$ cat src/rtl/kathryn_phase_seq.sv
// Multi-phase accumulator sequencer: up to NPHASE programmed {op, operand, limit}
// slots run back to back on an 8-bit accumulator, one op per clock.
module kathryn_phase_seq #(
    parameter int DATA_W    = 8,
    parameter int NPHASE    = 4,
    parameter int MAX_STEPS = 255,
    localparam int IDX_W    = (NPHASE > 1) ? $clog2(NPHASE) : 1
) (
    input  logic              clk,
    input  logic              rst,
    input  logic              cfg_we,
    input  logic [IDX_W-1:0]  cfg_idx,
    input  logic [1:0]        cfg_op,
    input  logic [DATA_W-1:0] cfg_arg,
    input  logic [DATA_W-1:0] cfg_lim,
    input  logic [IDX_W-1:0]  last_phase,
    input  logic [DATA_W-1:0] init_val,
    input  logic              start,
    input  logic              abort,
    output logic [DATA_W-1:0] a,
    output logic [IDX_W-1:0]  b,
    output logic [7:0]        c,
    output logic [3:0]        d
);

    localparam logic [1:0] ST_IDLE = 2'd0;
    localparam logic [1:0] ST_RUN  = 2'd1;
    localparam logic [1:0] ST_DONE = 2'd2;

    localparam logic [1:0] OP_ADD  = 2'b00;
    localparam logic [1:0] OP_SUB  = 2'b01;
    localparam logic [1:0] OP_SHL  = 2'b10;
    localparam logic [1:0] OP_HOLD = 2'b11;

    logic [1:0]        state_reg, state_next;
    logic [DATA_W-1:0] a_reg, a_next;
    logic [IDX_W-1:0]  b_reg, b_next;
    logic [7:0]        c_reg, c_next;
    logic              err_reg, err_next;
    logic [IDX_W-1:0]  last_reg, last_next;
    logic              cfg_rej_reg;

    logic [1:0]        op_arr  [NPHASE];
    logic [DATA_W-1:0] arg_arr [NPHASE];
    logic [DATA_W-1:0] lim_arr [NPHASE];

    logic busy;
    logic done;

    assign busy = (state_reg == ST_RUN);
    assign done = (state_reg == ST_DONE);

    // Slot registers are cleared by reset, so they live in flops rather than RAM.
    generate
        for (genvar gi = 0; gi < NPHASE; gi++) begin : g_slot
            logic [1:0]        op_reg;
            logic [DATA_W-1:0] arg_reg;
            logic [DATA_W-1:0] lim_reg;
            logic              slot_we;

            assign slot_we = cfg_we && !busy && (cfg_idx == IDX_W'(gi));

            always_ff @(posedge clk or negedge rst) begin
                if (!rst) begin
                    op_reg  <= OP_ADD;
                    arg_reg <= '0;
                    lim_reg <= '0;
                end else if (slot_we) begin
                    op_reg  <= cfg_op;
                    arg_reg <= cfg_arg;
                    lim_reg <= cfg_lim;
                end
            end

            assign op_arr[gi]  = op_reg;
            assign arg_arr[gi] = arg_reg;
            assign lim_arr[gi] = lim_reg;
        end
    endgenerate

    function automatic logic [DATA_W-1:0] apply_op(
        input logic [1:0]        op,
        input logic [DATA_W-1:0] acc,
        input logic [DATA_W-1:0] arg
    );
        logic [DATA_W-1:0] res;
        res = acc;
        case (op)
            OP_ADD:  res = acc + arg;
            OP_SUB:  res = acc - arg;
            OP_SHL:  res = acc << arg[2:0];
            OP_HOLD: res = acc;
            default: res = acc;
        endcase
        return res;
    endfunction

    logic [IDX_W-1:0]  b_inc;
    logic [DATA_W-1:0] cur_res;
    logic [DATA_W-1:0] nxt_res;
    logic              at_limit;

    assign b_inc    = b_reg + IDX_W'(1);
    assign at_limit = (a_reg == lim_arr[b_reg]);
    assign cur_res  = apply_op(op_arr[b_reg], a_reg, arg_arr[b_reg]);
    // Phase change applies the next slot's op on the same edge, so no bubble.
    assign nxt_res  = apply_op(op_arr[b_inc], a_reg, arg_arr[b_inc]);

    always_comb begin
        state_next = state_reg;
        a_next     = a_reg;
        b_next     = b_reg;
        c_next     = c_reg;
        err_next   = err_reg;
        last_next  = last_reg;

        if (abort) begin
            if (state_reg != ST_IDLE) begin
                state_next = ST_IDLE;
                err_next   = 1'b0;
            end
        end else if (start && (state_reg != ST_RUN)) begin
            state_next = ST_RUN;
            a_next     = init_val;
            b_next     = '0;
            c_next     = '0;
            err_next   = 1'b0;
            last_next  = last_phase;
        end else if (state_reg == ST_RUN) begin
            if (!at_limit) begin
                if (c_reg == 8'(MAX_STEPS)) begin
                    err_next   = 1'b1;
                    state_next = ST_DONE;
                end else begin
                    a_next = cur_res;
                    c_next = c_reg + 8'd1;
                end
            end else if (b_reg < last_reg) begin
                a_next = nxt_res;
                b_next = b_inc;
                c_next = '0;
            end else begin
                state_next = ST_DONE;
            end
        end
    end

    always_ff @(posedge clk or negedge rst) begin
        if (!rst) begin
            state_reg   <= ST_IDLE;
            a_reg       <= '0;
            b_reg       <= '0;
            c_reg       <= '0;
            err_reg     <= 1'b0;
            last_reg    <= '0;
            cfg_rej_reg <= 1'b0;
        end else begin
            state_reg   <= state_next;
            a_reg       <= a_next;
            b_reg       <= b_next;
            c_reg       <= c_next;
            err_reg     <= err_next;
            last_reg    <= last_next;
            cfg_rej_reg <= cfg_we && busy;
        end
    end

    assign a = a_reg;
    assign b = b_reg;
    assign c = c_reg;
    assign d = {err_reg, done, busy, cfg_rej_reg};

endmodule

$ cat config.mk
export PLATFORM = sky130hd
export DESIGN_NAME = kathryn_phase_seq
export DESIGN_NICKNAME = d
export VERILOG_FILES = /design/src/rtl/kathryn_phase_seq.sv
export SDC_FILE = /design/constraint.sdc
export NUM_CORES = 1
export LEC_CHECK = 0
export CELL_PAD_IN_SITES_DETAIL_PLACEMENT = 1
export CELL_PAD_IN_SITES_GLOBAL_PLACEMENT = 2
export CORE_UTILIZATION = 42
export DETAILED_ROUTE_END_ITERATION = 6
export GPL_TIMING_DRIVEN = 0
export PLACE_DENSITY_LB_ADDON = 0.1
export SETUP_SLACK_MARGIN = 0.4
export SLEW_MARGIN = 20
export SYNTH_ARGS = -nofsm -noshare
export SYNTH_HDL_FRONTEND = slang
export SYNTH_SLANG_ARGS = --single-unit
export TNS_END_PERCENT = 10
$ cat constraint.sdc
create_clock -name clk -period 11.83 [get_ports clk]
set_input_delay 1.7745 -clock clk [delete_from_list [all_inputs] [get_ports clk]]
set_output_delay 1.7745 -clock clk [all_outputs]
set_load 0.02 [all_outputs]
==> results of run 1 <==
-- layer usage --
| layer | routed length, um | global-route usage, % | vias up |
|---|---|---|---|
| met1 | 7950 | 30.7 | 2402 |
| met3 | 417 | 3.35 | 13 |
| li1 | - | - | 2218 |
| met4 | 233 | 6.52 | 0 |
| met2 | 8390 | 39.2 | 61 |
| met5 | 0 | 0 | - |
-- per-stage QoR --
| step | setup WS (ns) | util, % | hold WS [ns] | cell area [um2] | std cells |
|---|---|---|---|---|---|
| 2_1_floorplan | 7.91 | - | 0.467 | 6330 | 563 |
| 3_3_place_gp | 5.48 | 48.7 | 0.478 | 7110 | 802 |
| 3_5_place_dp | 7.07 | 49.0 | 0.486 | 7150 | 804 |
| 4_1_cts | 7.08 | 51.0 | 0.503 | 7440 | 819 |
| 5_1_grt | 6.77 | 51.0 | 0.519 | 7440 | 819 |
| 6_report | 7.05 | 51.0 | 0.499 | 7440 | 819 |
-- worst reg2reg max path: stages (launching register included) --
cell      delay (ns)
dfrtp_1         0.43
buf_6           0.18
buf_2           0.33
mux4_2          0.63
nor2b_1         0.37
mux2i_1         0.48
ha_1            0.32
nor2b_1         0.13
o21ai_0         0.26
a21oi_1         0.15
o41ai_1         0.27
xnor3_1         0.49
o211ai_1        0.23
o211ai_1        0.14
mux2_2          0.28
-- cells in the mapped netlist (all sizes together) (2+ instances only) --
cell	count	share of area (%)
o21ai	23	1.8
a31o	2	0.28
buf	20	2.2
o221ai	2	0.28
nor2b	8	0.79
o21a	5	0.59
fa	2	0.63
nor2	36	2.3
inv	16	0.95
ha	20	4.0
dfrtp	96	38
a31oi	8	0.79
a21oi	26	2.1
xnor2	23	3.2
nand2b	7	0.69
o21bai	2	0.24
or3	2	0.20
mux2i	29	4.6
o41ai	3	0.71
a21o	2	0.24
mux4	23	8.6
clkbuf	13	0.77
xor2	8	1.1
a211o	2	0.28
nor3	7	0.55
nand3	7	0.75
nand4	6	0.59
o211a	4	0.63
nand2	37	2.2
a32oi	3	0.42
mux2	84	15
o31ai	9	1.1
or4	3	0.36
and2	3	0.30
o211ai	6	0.71
-- final cells by class --
cell class                 instances  area share, %
sequential                        96           32.3
buffer                            33           2.51
clock buffer                       9           3.03
inverter                          17          0.874
clock inverter                     6          0.925
tap                              184           3.09
multi-input combinational        417           49.4
timing repair buffer              57           7.89
-- worst paths after layout --
| path | start | endpoint | slack, ns | depth (start not counted) |
|---|---|---|---|---|
| min in group asynchronous | rst | c[5] | 1.23 | 1 |
| setup / recovery | b[1] | a[7] | 7.05 | 14 |
| setup reg to reg | b[1] | a[7] | 7.05 | 14 |
| max in group asynchronous | rst | g_slot[1].arg_reg[6] | 9.94 | 2 |
| hold reg to reg | err_reg | err_reg | 0.50 | 1 |
| hold / removal | err_reg | err_reg | 0.50 | 1 |
-- kinds of logic after synthesis --
family,after synthesis,share of synthesized area [%]
buf+inv,50,3.98
simple gates,122,9.47
compound gates,105,11.2
fa+ha+maj,22,4.59
flops,96,38.0
mux,136,28.1
xor+xnor,32,4.65
-- report_power, final --
group          switching (mW)  total, mW  internal (mW)
combinational           0.706       1.34          0.635
clock                   0.135      0.300          0.165
sequential             0.0919      0.501          0.409
==> reports/summary.txt, run 1 <==
Pwr Total: 2.14 mW
Min-Delay Path Class: flop to flop
first-pass GRT wire length: 28.1 mm
CP required: 12.07 ns
DP HPWL: 13.0 mm
Starting Density: 43.4%
crit-path max cell delay: 0.63 ns
CTS tree: done
share of cells above drive strength 1: 23.0%
CP cell instances: buf_6 -> buf_2 -> mux4_2 -> nor2b_1 -> mux2i_1 -> ha_1 -> nor2b_1 -> o21ai_0 -> a21oi_1 -> o41ai_1 -> xnor3_1 -> o211ai_1 -> o211ai_1 -> mux2_2
IO buf count: 55
CTS root buf: clkbuf_16
number of global-route vias before repair: 5107
Slew headroom: 47.1%
CP delay by family, top: multiplexers
status: completed
CTS Buf Count: 9
Core Area: 0.0146 mm2
Iteration-0 DRC Markers: 220
period utilisation layout: 40.4%
Post-Synthesis Cells: 563
Inserted Diodes: 0
layout net count: 688
Remaining Overflow, GRT: 0
Tot GR Track Use: 23.1%
Worst Tran Pin Value: 0.785 ns
H-tree depth: 3
drc violations: 0
ANT nets after route: 0
mapped cell area: 0.00633 mm2
setup TNS: 0 ns
#FFs+latches synth: 96
Vias: 4694
Max Clock Skew: 0.0142 ns
clock-pin slew on the worst setup and hold paths: 0.08 ns
Worst Setup Path Type: flop to flop
clk sinks: 96
die height: 125 um
WP buf/inv: 2
Avg Synthesized Cell Area: 11.2 um2
Vias/cell: 5.73
Worst setup SP type: flop
hold_buf cts: 0
syn nets: 620
# setup viols final: 0
worst skew pair latency: 0.35 ns
GP Congestion: 0.880
Multi-input gate area: 0.00368 mm2
Ys Warns: 0
Initial DRT Pass Iterations: 4
io pins: 57
post-CTS resize count: 0
Max-Cap Viols: 0
DIE AREA: 0.0156 mm2
fill count: 1536
Pins Over Slew Limit: 0
total wire length: 17.0 mm
ys async rst share: 100%
Std-Cell Rows: 44
commonest non-fill, non-tap cell in the layout: dfrtp_1
RSZ-0062 raised after global routing: false
most frequent cells in the layout: dfrtp_1 (96), mux2_2 (81), clkdlybuf4s50_1 (54)
pin count of the biggest net entering global routing: 83
Die Wd: 125 um
clk buf depth: 2
EDFF count, synth: 0
Max FO, Critical Path: 10
sequential standard cell area: 0.00240 mm2
CP arrival: 5.03 ns
initial antenna violation count: 0
Critical Path Sink Type: flop
Syn-to-layout area delta: 17.6%
top_reg_cell synth: dfrtp_1
Yosys cell types: 63
post-CTS setup buffer count: 0
Lkg Pwr: 3.08 nW
register area share after synthesis: 38.0%
Routed WL per cell: 20.7 um
CP max-delay cell: mux4_2
Fin. Hold Viols: 0
peak supply drop: 0.0927 mV
Max Clock Freq: 209 MHz
min Tclk post-route: 4.78 ns
Pwr Density: 288 mW/mm2
Note: power is estimated with default switching activity, not from simulation.
==> run 2, diff against run 1 <==
CORE_UTILIZATION = 35   (was 42)
clock period = 4 ns   (was 11.83 ns; I/O delays follow)
==> reports/summary.txt, run 2 (synthesized netlist as in run 1, its figures left out) <==
Pwr Total: 7.15 mW (+230%)
Tot GR Track Use: 21.6% (-1.5 points)
layout net count: 719 (+4.5%)
Final Instance Area: 0.00802 mm2 (+7.8%)
Multi-input gate area: 0.00381 mm2 (+3.6%)
Vias: 4875 (+3.9%)
Std-Cell Rows: 48 (+9.1%)
Max Clock Freq: 265 MHz (+27%)
hold slack final: 0.177 ns (-0.322 ns)
Initial DRT Pass Iterations: 6 (+2)
Lkg Pwr: 3.31 nW (+7.3%)
min Tclk post-route: 3.77 ns (-1.01 ns)
placed cell area: 0.00726 mm2 (+1.6%)
DRT met1 WL: 8.51 mm (+7.1%)
CP cell instances: buf_12 -> buf_12 -> buf_8 -> buf_6 -> mux4_2 -> nor2b_4 -> buf_4 -> nor2_2 -> xnor2_2 -> ha_1 -> o21ai_2 -> a21oi_2 -> o41ai_2 -> xnor3_1 -> o211ai_1 -> o211ai_1 -> mux2_4
Inserted Diodes: 0 (unchanged)
total wire length: 18.6 mm (+9.6%)
sequential standard cell area: 0.00240 mm2 (+0.10%)
R2R Path Start: b[0]
peak supply drop: 0.476 mV (+410%)
pin count of the biggest net entering global routing: 54 (-35%)
DIE AREA: 0.0186 mm2 (+20%)
worst skew pair latency: 0.35 ns (about the same)
CP required: 4.24 ns (-7.83 ns)
Fin. Hold Viols: 0 (unchanged)
Worst setup SP type: flop
clock-pin slew on the worst setup and hold paths: 0.07 ns (about the same)
Top Metal Used: met4
Worst R2R Setup Slack: 0.23 ns (-6.82 ns)
period utilisation layout: 94.3% (+54 points)
CP arrival: 4.01 ns (-1.02 ns)
Max FO, Critical Path: 6 (-4)
CTS Buf Count: 9 (unchanged)
Iteration-0 DRC Markers: 116 (-47%)
Vias/cell: 5.47 (-4.5%)
Max-Cap Viols: 0 (unchanged)
Pwr Density: 892 mW/mm2 (+210%)
Remaining Overflow, GRT: 0 (unchanged)
commonest non-fill, non-tap cell in the layout: dfrtp_1
CTS tree: done
share of cells above drive strength 1: 30.8% (+7.8 points)
Reg2Reg Depth: 17 (+3)
Worst Setup Path Type: flop to flop
Core Area: 0.0175 mm2 (+20%)
Worst R2R End: a[7]
Routed WL per cell: 20.9 um (+0.74%)
status: completed
io pins: 57 (unchanged)
H-tree depth: 3 (unchanged)
DP HPWL: 13.6 mm (+5.0%)
GP Congestion: 0.809 (-8.0%)
first-pass GRT wire length: 29.7 mm (+6.0%)
fill count: 1884 (+23%)
fin cells: 891 (+8.8%)
initial antenna violation count: 0 (unchanged)
ANT nets after route: 0 (unchanged)
Starting Density: 36.2% (-7.2 points)
clk sinks: 96 (unchanged)
Syn-to-layout area delta: 26.8%
hold_buf cts: 0 (unchanged)
met3 routed WL: 356 um (-15%)
most frequent cells in the layout: dfrtp_1 (94), mux2_2 (80), clkdlybuf4s50_1 (54)
Worst Tran Pin Value: 0.735 ns (-0.0506 ns)
Critical Path Sink Type: flop
IO buf count: 55 (unchanged)
die height: 136 um (+9.4%)
Pins Over Slew Limit: 0 (unchanged)
drc violations: 0 (unchanged)
Met2 Routed Length: 9.52 mm (+13%)
CP max-delay cell: dfrtp_2
crit-path max cell delay: 0.43 ns (-0.20 ns)
Slew headroom: 50.8% (+3.7 points)
Util after Layout: 45.9% (-5.1 points)
Min-Delay Path Class: input pin to async pin
RSZ-0062 raised after global routing: true
clk buf depth: 2 (unchanged)
number of global-route vias before repair: 5149 (+0.82%)
Die Wd: 136 um (+9.4%)
CTS root buf: clkbuf_16
# setup viols final: 0 (unchanged)
Max Clock Skew: 0.0108 ns (-0.00339 ns)
placed cell count: 845 (+5.1%)
[run 2: cell count changes in the layout (fill, tap and decap cells not counted), sizes merged]
cell | previous run | this run
buf | 23 | 54
clkinv | 4 | 2
clkinvlp | 0 | 1
inv | 18 | 19
[run 2: power breakdown]
group	switching, mW	leakage [nW]	internal, mW
sequential	0.263	1.16	1.21
combinational	2.40	2.00	2.37
clock	0.418	0.146	0.494
total	3.08	3.31	4.08
[run 2: per-stage QoR]
step | setup WS (ns) | setup TNS (ns)
floorplan | 0.402 | 0
global placement | -1.68 | -127.46
detailed placement | -0.257 | -0.486
CTS | 0.295 | 0
global route | 0.0993 | 0
finish | 0.226 | 0
[run 2: routing by layer]
metal / track usage [%] / up-vias
met5: 0 / -
met1: 28.9 / 2518
met2: 37.0 / 62
met4: 5.99 / 0
met3: 2.20 / 15
li1: - / 2280
[run 2: repair_timing]
item | CTS | global route
hold endpoints to repair | 0 | 0
endpoints found under the setup margin | 6 | 7
pin swaps | 19 | 1
gates resized for setup | 52 | 1
buffers inserted | 31 | 0
[run 2: cell type report]
type / instances / area share (%)
flip-flops and latches: 96 / 30.0
repair buffers: 88 / 10.7
well taps: 225 / 3.51
multi-input cells: 417 / 47.5
clock buffers: 9 / 2.81
plain buffers: 33 / 3.63
clock inverters: 6 / 0.967
inverters: 17 / 0.951
[run 2: how the worst max path moves through the flow]
stage / from / cells after the start / end / slack (ns)
3_5_place_dp: b[0] / 15 / a[7] / -0.26
2_1_floorplan: b[0] / 15 / a[7] / 0.40
5_1_grt: b[0] / 17 / a[7] / 0.1
3_3_place_gp: rst / 1 / b[1] / -1.68
4_1_cts: b[1] / 14 / a[7] / 0.29
6_report: b[0] / 17 / a[7] / 0.23
[run 2: critical path, delay by kind of cell, from the launching register on]
family,cells,cell delay (ns)
AO/OA/AOI/OAI,5,0.90
XOR/XNOR,2,0.39
adder cells (fa/ha/maj),1,0.33
buffers and inverters,5,0.64
flip-flops,1,0.43
multiplexers,2,0.63
AND/OR/NAND/NOR,2,0.33
==> run 3, diff against run 2 <==
CAP_MARGIN = 20   (was default)
HOLD_SLACK_MARGIN = 0.1   (was default)
==> results of run 3 <==
Same layout as run 2: the final DEF is identical, and so are final timing and power.
